===== src/rtl/imm_ext_unit.sv =====
// Immediate extension unit: extends an immediate per opcode and queues the
// result (with tag and illegal-opcode flag) in a 2-entry output FIFO.
module imm_ext_unit #(
    parameter int unsigned IMM_W = 16,
    parameter int unsigned OUT_W = 32,
    parameter int unsigned SHIFT = 2,
    parameter int unsigned TAG_W = 5,
    localparam int unsigned SH_W = $clog2(OUT_W)
) (
    input  logic             clk,
    input  logic             reset,
    input  logic             flush,
    input  logic             in_valid,
    output logic             in_ready,
    input  logic [IMM_W-1:0] imm,
    input  logic [2:0]       EOp,
    input  logic [SH_W-1:0]  sh,
    input  logic [TAG_W-1:0] tag,
    output logic             out_valid,
    input  logic             out_ready,
    output logic [OUT_W-1:0] ext,
    output logic [TAG_W-1:0] out_tag,
    output logic             out_err,
    output logic [15:0]      done_cnt
);

    typedef struct packed {
        logic [OUT_W-1:0] ext;
        logic [TAG_W-1:0] tag;
        logic             err;
    } entry_t;

    entry_t      head_q, head_d;
    entry_t      tail_q, tail_d;
    logic [1:0]  count_q, count_d;
    logic [15:0] done_q, done_d;

    logic                   push, pop;
    entry_t                 new_entry;
    logic [OUT_W+IMM_W-1:0] sext_wide;
    logic [OUT_W-1:0]       sext, zext;

    // Extension datapath
    always_comb begin
        sext_wide = {{OUT_W{imm[IMM_W-1]}}, imm};
        sext      = sext_wide[OUT_W-1:0];
        zext      = OUT_W'(imm);
        new_entry = '0;
        new_entry.tag = tag;
        case (EOp)
            3'b000:  new_entry.ext = sext;
            3'b001:  new_entry.ext = zext;
            3'b010:  new_entry.ext = zext << (OUT_W - IMM_W);
            3'b011:  new_entry.ext = sext << SHIFT;
            3'b100:  new_entry.ext = sext << sh;
            default: new_entry.err = 1'b1;
        endcase
    end

    assign in_ready  = (count_q != 2'd2);
    assign out_valid = (count_q != 2'd0);
    assign push      = in_valid && in_ready;
    assign pop       = out_valid && out_ready;

    // Head always lives in head_q so it simply holds its value once drained.
    always_comb begin
        head_d  = head_q;
        tail_d  = tail_q;
        count_d = count_q;
        done_d  = done_q;
        if (flush) begin
            count_d = 2'd0;
        end else begin
            if (pop) begin
                done_d = done_q + 16'd1;
            end
            case ({push, pop})
                2'b10: begin
                    if (count_q == 2'd0) begin
                        head_d = new_entry;
                    end else begin
                        tail_d = new_entry;
                    end
                    count_d = count_q + 2'd1;
                end
                2'b01: begin
                    if (count_q == 2'd2) begin
                        head_d = tail_q;
                    end
                    count_d = count_q - 2'd1;
                end
                // Both only possible at count 1: new entry replaces the head.
                2'b11:   head_d = new_entry;
                default: ;
            endcase
        end
    end

    always_ff @(posedge clk or posedge reset) begin
        if (reset) begin
            head_q  <= '0;
            tail_q  <= '0;
            count_q <= 2'd0;
            done_q  <= 16'd0;
        end else begin
            head_q  <= head_d;
            tail_q  <= tail_d;
            count_q <= count_d;
            done_q  <= done_d;
        end
    end

    assign ext      = head_q.ext;
    assign out_tag  = head_q.tag;
    assign out_err  = head_q.err;
    assign done_cnt = done_q;

endmodule


===== config.mk =====
export PLATFORM = sky130hd
export DESIGN_NAME = imm_ext_unit
export DESIGN_NICKNAME = d
export VERILOG_FILES = /design/src/rtl/imm_ext_unit.sv
export SDC_FILE = /design/constraint.sdc
export NUM_CORES = 1
export LEC_CHECK = 0
export ABC_AREA = 1
export CORE_ASPECT_RATIO = 1.5
export CORE_MARGIN = 1
export CORE_UTILIZATION = 35
export CTS_CLUSTER_DIAMETER = 200
export CTS_CLUSTER_SIZE = 30
export DETAILED_ROUTE_END_ITERATION = 10
export GPL_TIMING_DRIVEN = 0
export MAX_ROUTING_LAYER = met4
export PLACE_DENSITY = 0.6
export SLEW_MARGIN = 20
export SYNTH_ARGS = -nofsm -noshare
export SYNTH_HDL_FRONTEND = slang
export SYNTH_SLANG_ARGS = --single-unit

===== constraint.sdc =====
create_clock -name clk -period 2.65 [get_ports clk]
set_input_delay 0.3975 -clock clk [delete_from_list [all_inputs] [get_ports clk]]
set_output_delay 0.3975 -clock clk [all_outputs]
set_load 0.05 [all_outputs]

==> impl_metrics.ini, run 1 <==
[grt]
use_met2 = 0.403
grt_pass1_vias = 5619
antenna_found_initial = 0
grt_util_met1 = 0.276
gr-max-usage-layer = met2
grt_overflow = 0
track_usage = 0.241
use_met3 = 0.0303
grt_max_degree = 32
grt_pass1_wl_um = 30200

[clock_network]
hold_buffers = 0
post_cts_buffers = 0
clk_pin_slew_ns = 0.06
root_buffer = clkbuf_16
cts_buffer_depth = 2
clock_sinks = 94
htree_num_levels = 3
tritoncts = done
post_cts_resized = 0
clk_latency_ns = 0.34
cts_inserted_buffers = 9

[sta]
tightest_slew_ns = 0.614
maxSlewHeadroom = 0.591
grt_setup_unrepaired = no
setup_tns_ns = 0
max_freq_mhz = 441
final_max_slew_viol_count = 0
min_period_ns = 2.27
hold_violations = 0
finalSetupViolCount = 0
clock_skew_ns = 0.00556
period_share = 0.855

[cells_and_area]
final_area_mm2 = 0.00727
syn_to_final_growth_pct = 25.4
num_antenna_cells = 0
final_net_count = 975
drive_gt1_frac = 0.0837

[synthesis]
ys_types = 37
synth.yosys.seq_area_share = 0.406
syn_avg_cell_area_um2 = 6.88
synthCells = 842
synth_top_cell_area_share = 0.406
netlist_area_mm2 = 0.00579
ys_ff_latch = 94
yosysTopAreaCell = dfrtp_1
synth_area_leaders = dfrtp_1 41%, nand2_1 20%, nand3_1 9.8%, a21oi_1 4.1%, inv_1 3.9%
synth_warnings = 0
synthesis.nets = 877

[critical_path]
ff2ff_path_depth = 10
endpoint_kind = register
crit_path_top_delay_cell = clkdlybuf4s50_1
path_cells = clkdlybuf4s50_1, clkinv_1, clkbuf_1, nand3_1, nand2_1, nand2_1, nand2_1, nand2_1, nand3_1, o21ai_0, nand2_1
rr_endpoint = ext[19]
cpMostUsedCell = nand2_1
worst-path-buf-inv = 3
worstSetupPathType = input pin to register
r2r-start = count_q[0]
slowest_delay_ns = 0.49
startpoint_type = input pin
crit_fanout = 10
critical_path.top_delay_family = buffers and inverters
arrival_ns = 2.49
r2r_slack_ns = 0.74
critPathRequiredTime_ns = 2.87

[floorplan]
start_util = 0.358
die_area_mm2 = 0.0171
ios = 90
die_h_um = 160
num_rows = 57
die_w_um = 107
coreArea_mm2 = 0.0162

[power_and_ir_drop]
peakVddDrop_mv = 0.600
p_leak_uw = 0.00361
power_density_mw_per_mm2 = 968

[detailed_routing]
drt_first_pass_iters = 5
drt-total-wl_um = 19200
drc_errors = 0
detail_route.wl_per_cell_um = 16.7
vias = 5839
antenna_left = 0
viasPerCell = 5.08
drt_iter0_markers = 447

[flow_run]
maxCapViolCount = 0

[worst_hold_path]
hp-class = input pin to asynchronous set/reset pin

[placement]
dp_hpwl_um = 15200
io_buffer_count = 84
dpl-instance-area_mm2 = 0.00696
gp_congestion = 0.989

[status]
outcome = completed
## cells in the final DEF (no fill, tap or decap), drive strengths merged, types with 7 or more instances in the layout
cell	Yosys	layout
dfrtp	94	94
a21oi	48	48
nor2	45	45
nand2	322	322
xnor2	7	7
nand3	117	117
clkbuf	12	24
o21ai	53	53
buf	31	34
inv	68	67
clkdlybuf4s50	0	84
## state kept, by name (all words and copies together), names as in the netlist
| signal | cells |
|---|---|
| count_q | 2 |
| done_cnt | 16 |
| ext | 32 |
| out_err | 1 |
| out_tag | 5 |
| tail_q | 38 |
## metrics by stage
step	util	hold WS (ns)	power, uW	std cells	setup WS (ns)
after floorplan	-	0.442	4600	842	0.727
after global placement	0.426	0.455	5690	1132	0.0656
after detailed placement	0.430	0.460	5740	1135	0.0496
after CTS	0.449	0.366	7100	1150	0.405
after global routing	0.449	0.380	7460	1150	0.208
final	0.449	0.365	7030	1150	0.384
## power breakdown
| part | total [uW] | internal [uW] | switching (uW) |
|---|---|---|---|
| registers | 2320 | 2010 | 309 |
| logic | 3370 | 1090 | 2280 |
| clock network | 1340 | 802 | 537 |
## worst max-delay path by stage
stage,from,endpoint,slack [ns],depth (start not counted)
2_1_floorplan,done_cnt[1],done_cnt[12],0.73,9
3_3_place_gp,reset,ext[17],0.07,2
3_5_place_dp,sh[2],ext[22],0.05,11
4_1_cts,sh[2],ext[22],0.41,11
5_1_grt,sh[2],ext[22],0.21,11
6_report,sh[2],ext[13],0.38,11
## worst register-to-register path, cell delays in order, from the launching register on
cell and delay [ns]:
dfrtp_1 0.39, inv_2 0.06, nand2_2 0.10, nand2_2 0.08, inv_1 0.07, nand3_2 0.10
nand3_2 0.19, clkbuf_1 0.48, nor2_1 0.07, o21ai_0 0.14, nand2_1 0.10
## cells in the mapped netlist, drive strengths merged
cell / count
nor2: 45
nor4: 1
o211ai: 6
o21ai: 53
a31oi: 6
clkbuf: 12
a22oi: 1
o21a: 4
nand3: 117
buf: 31
xnor2: 7
inv: 68
a21oi: 48
a221oi: 1
nor3: 3
dfrtp: 94
o22ai: 4
a21o: 3
ha: 1
o21ba: 1
clkinv: 1
o21bai: 1
nand2: 322
nand4: 6
xor2: 6
## area by class of cell
| cell class | count | area (um2) |
|---|---|---|
| clock buffers | 12 | 267 |
| multi-input cells | 636 | 2950 |
| flip-flops and latches | 94 | 2350 |
| well taps | 206 | 258 |
| fillers | 1683 | 8920 |
| clock inverters | 3 | 42.5 |
| repair buffers | 87 | 901 |
| inverters | 69 | 265 |
| plain buffers | 43 | 231 |
## metal layers
metal,vias up,share of wire
met5,-,0
met4,0,0.051
met3,56,0.043
met2,190,0.50
met1,2665,0.40
li1,2928,-
## cell families after synthesis
| group | after synthesis | synth area share |
|---|---|---|
| adder cells (fa/ha/maj) | 1 | 0.00216 |
| flip-flops | 94 | 0.406 |
| AND/OR/NAND/NOR | 494 | 0.366 |
| AO/OA/AOI/OAI | 128 | 0.121 |
| XOR/XNOR | 13 | 0.0197 |
| buffers and inverters | 112 | 0.0851 |
No activity file was read; power rests on OpenSTA's default activity.
==> run 2: changes to the inputs <==
--- a/config.mk
+++ b/config.mk
@@ -9,7 +9,7 @@
 export CORE_ASPECT_RATIO = 1.5
 export CORE_MARGIN = 1
 export CORE_UTILIZATION = 35
-export CTS_CLUSTER_DIAMETER = 200
+export CTS_CLUSTER_DIAMETER = 40
 export CTS_CLUSTER_SIZE = 30
 export DETAILED_ROUTE_END_ITERATION = 10
 export GPL_TIMING_DRIVEN = 0
==> results of run 2 <==
Final layout, timing and power as in run 1 (identical DEF).
==> run 3: changes to the inputs <==
--- a/config.mk
+++ b/config.mk
@@ -7,7 +7,7 @@
 export LEC_CHECK = 0
 export ABC_AREA = 1
 export CORE_ASPECT_RATIO = 1.5
-export CORE_MARGIN = 1
+export CORE_MARGIN = 2
 export CORE_UTILIZATION = 35
 export CTS_CLUSTER_DIAMETER = 40
 export CTS_CLUSTER_SIZE = 30
@@ -19,3 +19,4 @@
 export SYNTH_ARGS = -nofsm -noshare
 export SYNTH_HDL_FRONTEND = slang
 export SYNTH_SLANG_ARGS = --single-unit
+export TNS_END_PERCENT = 50
==> impl_metrics.ini, run 3 (same netlist as run 1, synthesis figures left out) <==
[cells_and_area]
multiInputGateArea_mm2 = 0.00295
largest_reg_flops = 38
final_common_cell = nand2_1
nFillCells = 1687
seq_area_mm2 = 0.00235
top_register = tail_q
syn_to_final_growth_pct = 25.3
mostFrequentLayoutCells = 315 x nand2_1, 113 x nand3_1, 94 x dfrtp_1, 84 x clkdlybuf4s50_1, 59 x inv_1
num_antenna_cells = 0
final_net_count = 975
drive_gt1_frac = 0.0816

[clock_network]
tritoncts = done
clk_pin_slew_ns = 0.07
clk_latency_ns = 0.35
clock_sinks = 94
cts_buffer_depth = 2
post_cts_resized = 0
htree_num_levels = 3
cts_inserted_buffers = 9
root_buffer = clkbuf_16
post_cts_buffers = 0
hold_buffers = 0

[grt]
track_usage = 0.233
grt_max_degree = 33
grt_pass1_vias = 5652
antenna_found_initial = 0
grt_overflow = 0
grt_pass1_wl_um = 30500

[sta]
clock_skew_ns = 0.00851
max_freq_mhz = 444
grt_setup_unrepaired = no
finalSetupViolCount = 0
setup_tns_ns = 0
min_period_ns = 2.25
period_share = 0.851
hold_violations = 0
maxSlewHeadroom = 0.588
tightest_slew_ns = 0.618
fin_ws_ns = 0.395
final_max_slew_viol_count = 0

[detailed_routing]
antenna_left = 0
drc_errors = 0
drt-total-wl_um = 19100
vias = 5834
drt_first_pass_iters = 7
drt_iter0_markers = 376
viasPerCell = 5.07
detail_route.wl_per_cell_um = 16.6

[critical_path]
ff2ff_path_depth = 10
worstSetupPathType = input pin to register
rr_endpoint = ext[19]
arrival_ns = 2.47
endpoint_kind = register
critPathRequiredTime_ns = 2.87
r2r-start = count_q[0]
crit_fanout = 10
startpoint_type = input pin
r2r_slack_ns = 0.77

[placement]
gp_congestion = 0.985
dp_slack_ns = 0.0158
io_buffer_count = 84
dp_hpwl_um = 15000

[worst_hold_path]
hp-class = input pin to asynchronous set/reset pin

[power_and_ir_drop]
p_leak_uw = 0.00361
power_density_mw_per_mm2 = 974
peakVddDrop_mv = 0.570

[floorplan]
die_w_um = 109
start_util = 0.358
die_area_mm2 = 0.0176
ios = 90
die_h_um = 162
coreArea_mm2 = 0.0162
num_rows = 57

[flow_run]
maxCapViolCount = 0

[status]
outcome = completed
## run 3: cell types whose count changed in the layout (fill, tap and decap cells not counted)
| cell | before | now |
|---|---|---|
| bufinv_16 | 1 | 2 |
| clkbuf_1 | 12 | 14 |
| clkbuf_8 | 3 | 0 |
## run 3: worst max path at each step
stage                      startpoint           end  slack, ns  cells after the start
after floorplan           done_cnt[1]  done_cnt[12]       0.73                      9
after global placement          sh[2]       ext[22]       0.04                     11
after detailed placement        sh[2]       ext[22]       0.02                     11
after CTS                       sh[2]       ext[22]       0.37                     11
after global routing            sh[2]       ext[22]       0.27                     11
final                           sh[2]       ext[22]       0.40                     11
## run 3: metrics by stage
stage          total power, uW  instance area, um2  hold WS, ns  instances   util
2_1_floorplan             4600                5800        0.442        842      -
3_5_place_dp              5740                6960        0.459       1135  0.430
4_1_cts                   7130                7260        0.353       1150  0.449
6_report                  7080                7260        0.352       1150  0.449
3_3_place_gp              5700                6900        0.455       1132  0.426
5_1_grt                   7500                7260        0.386       1150  0.449
## run 3: critical path: stages
cell	delay [ns]
clkdlybuf4s50_1	0.49
clkinv_1	0.25
clkbuf_1	0.33
nand3_1	0.23
nand2_1	0.07
nand2_1	0.07
nand2_1	0.05
nand3_1	0.10
nand2_1	0.08
o21ai_0	0.30
nand2_1	0.09
## run 3: layer usage
| layer | vias up | GRT usage | routed length, um |
|---|---|---|---|
| li1 | 2923 | - | - |
| met1 | 2700 | 0.280 | 7940 |
| met2 | 175 | 0.400 | 9930 |
| met3 | 36 | 0.0291 | 738 |
| met4 | 0 | 0.0740 | 527 |
| met5 | - | - | 0 |
## run 3: area by class of cell
class,count,share of cell area
Timing Repair Buffer,87,0.124
Tap cell,206,0.0355
Multi-Input combinational cell,636,0.406
Inverter,69,0.0365
Clock buffer,11,0.0320
Sequential cell,94,0.324
Buffer,43,0.0319
Clock inverter,4,0.00999
## run 3: power by group
part / switching, uW / internal [uW]
Sequential: 311 / 2010
Clock: 563 / 822
Combinational: 2280 / 1090
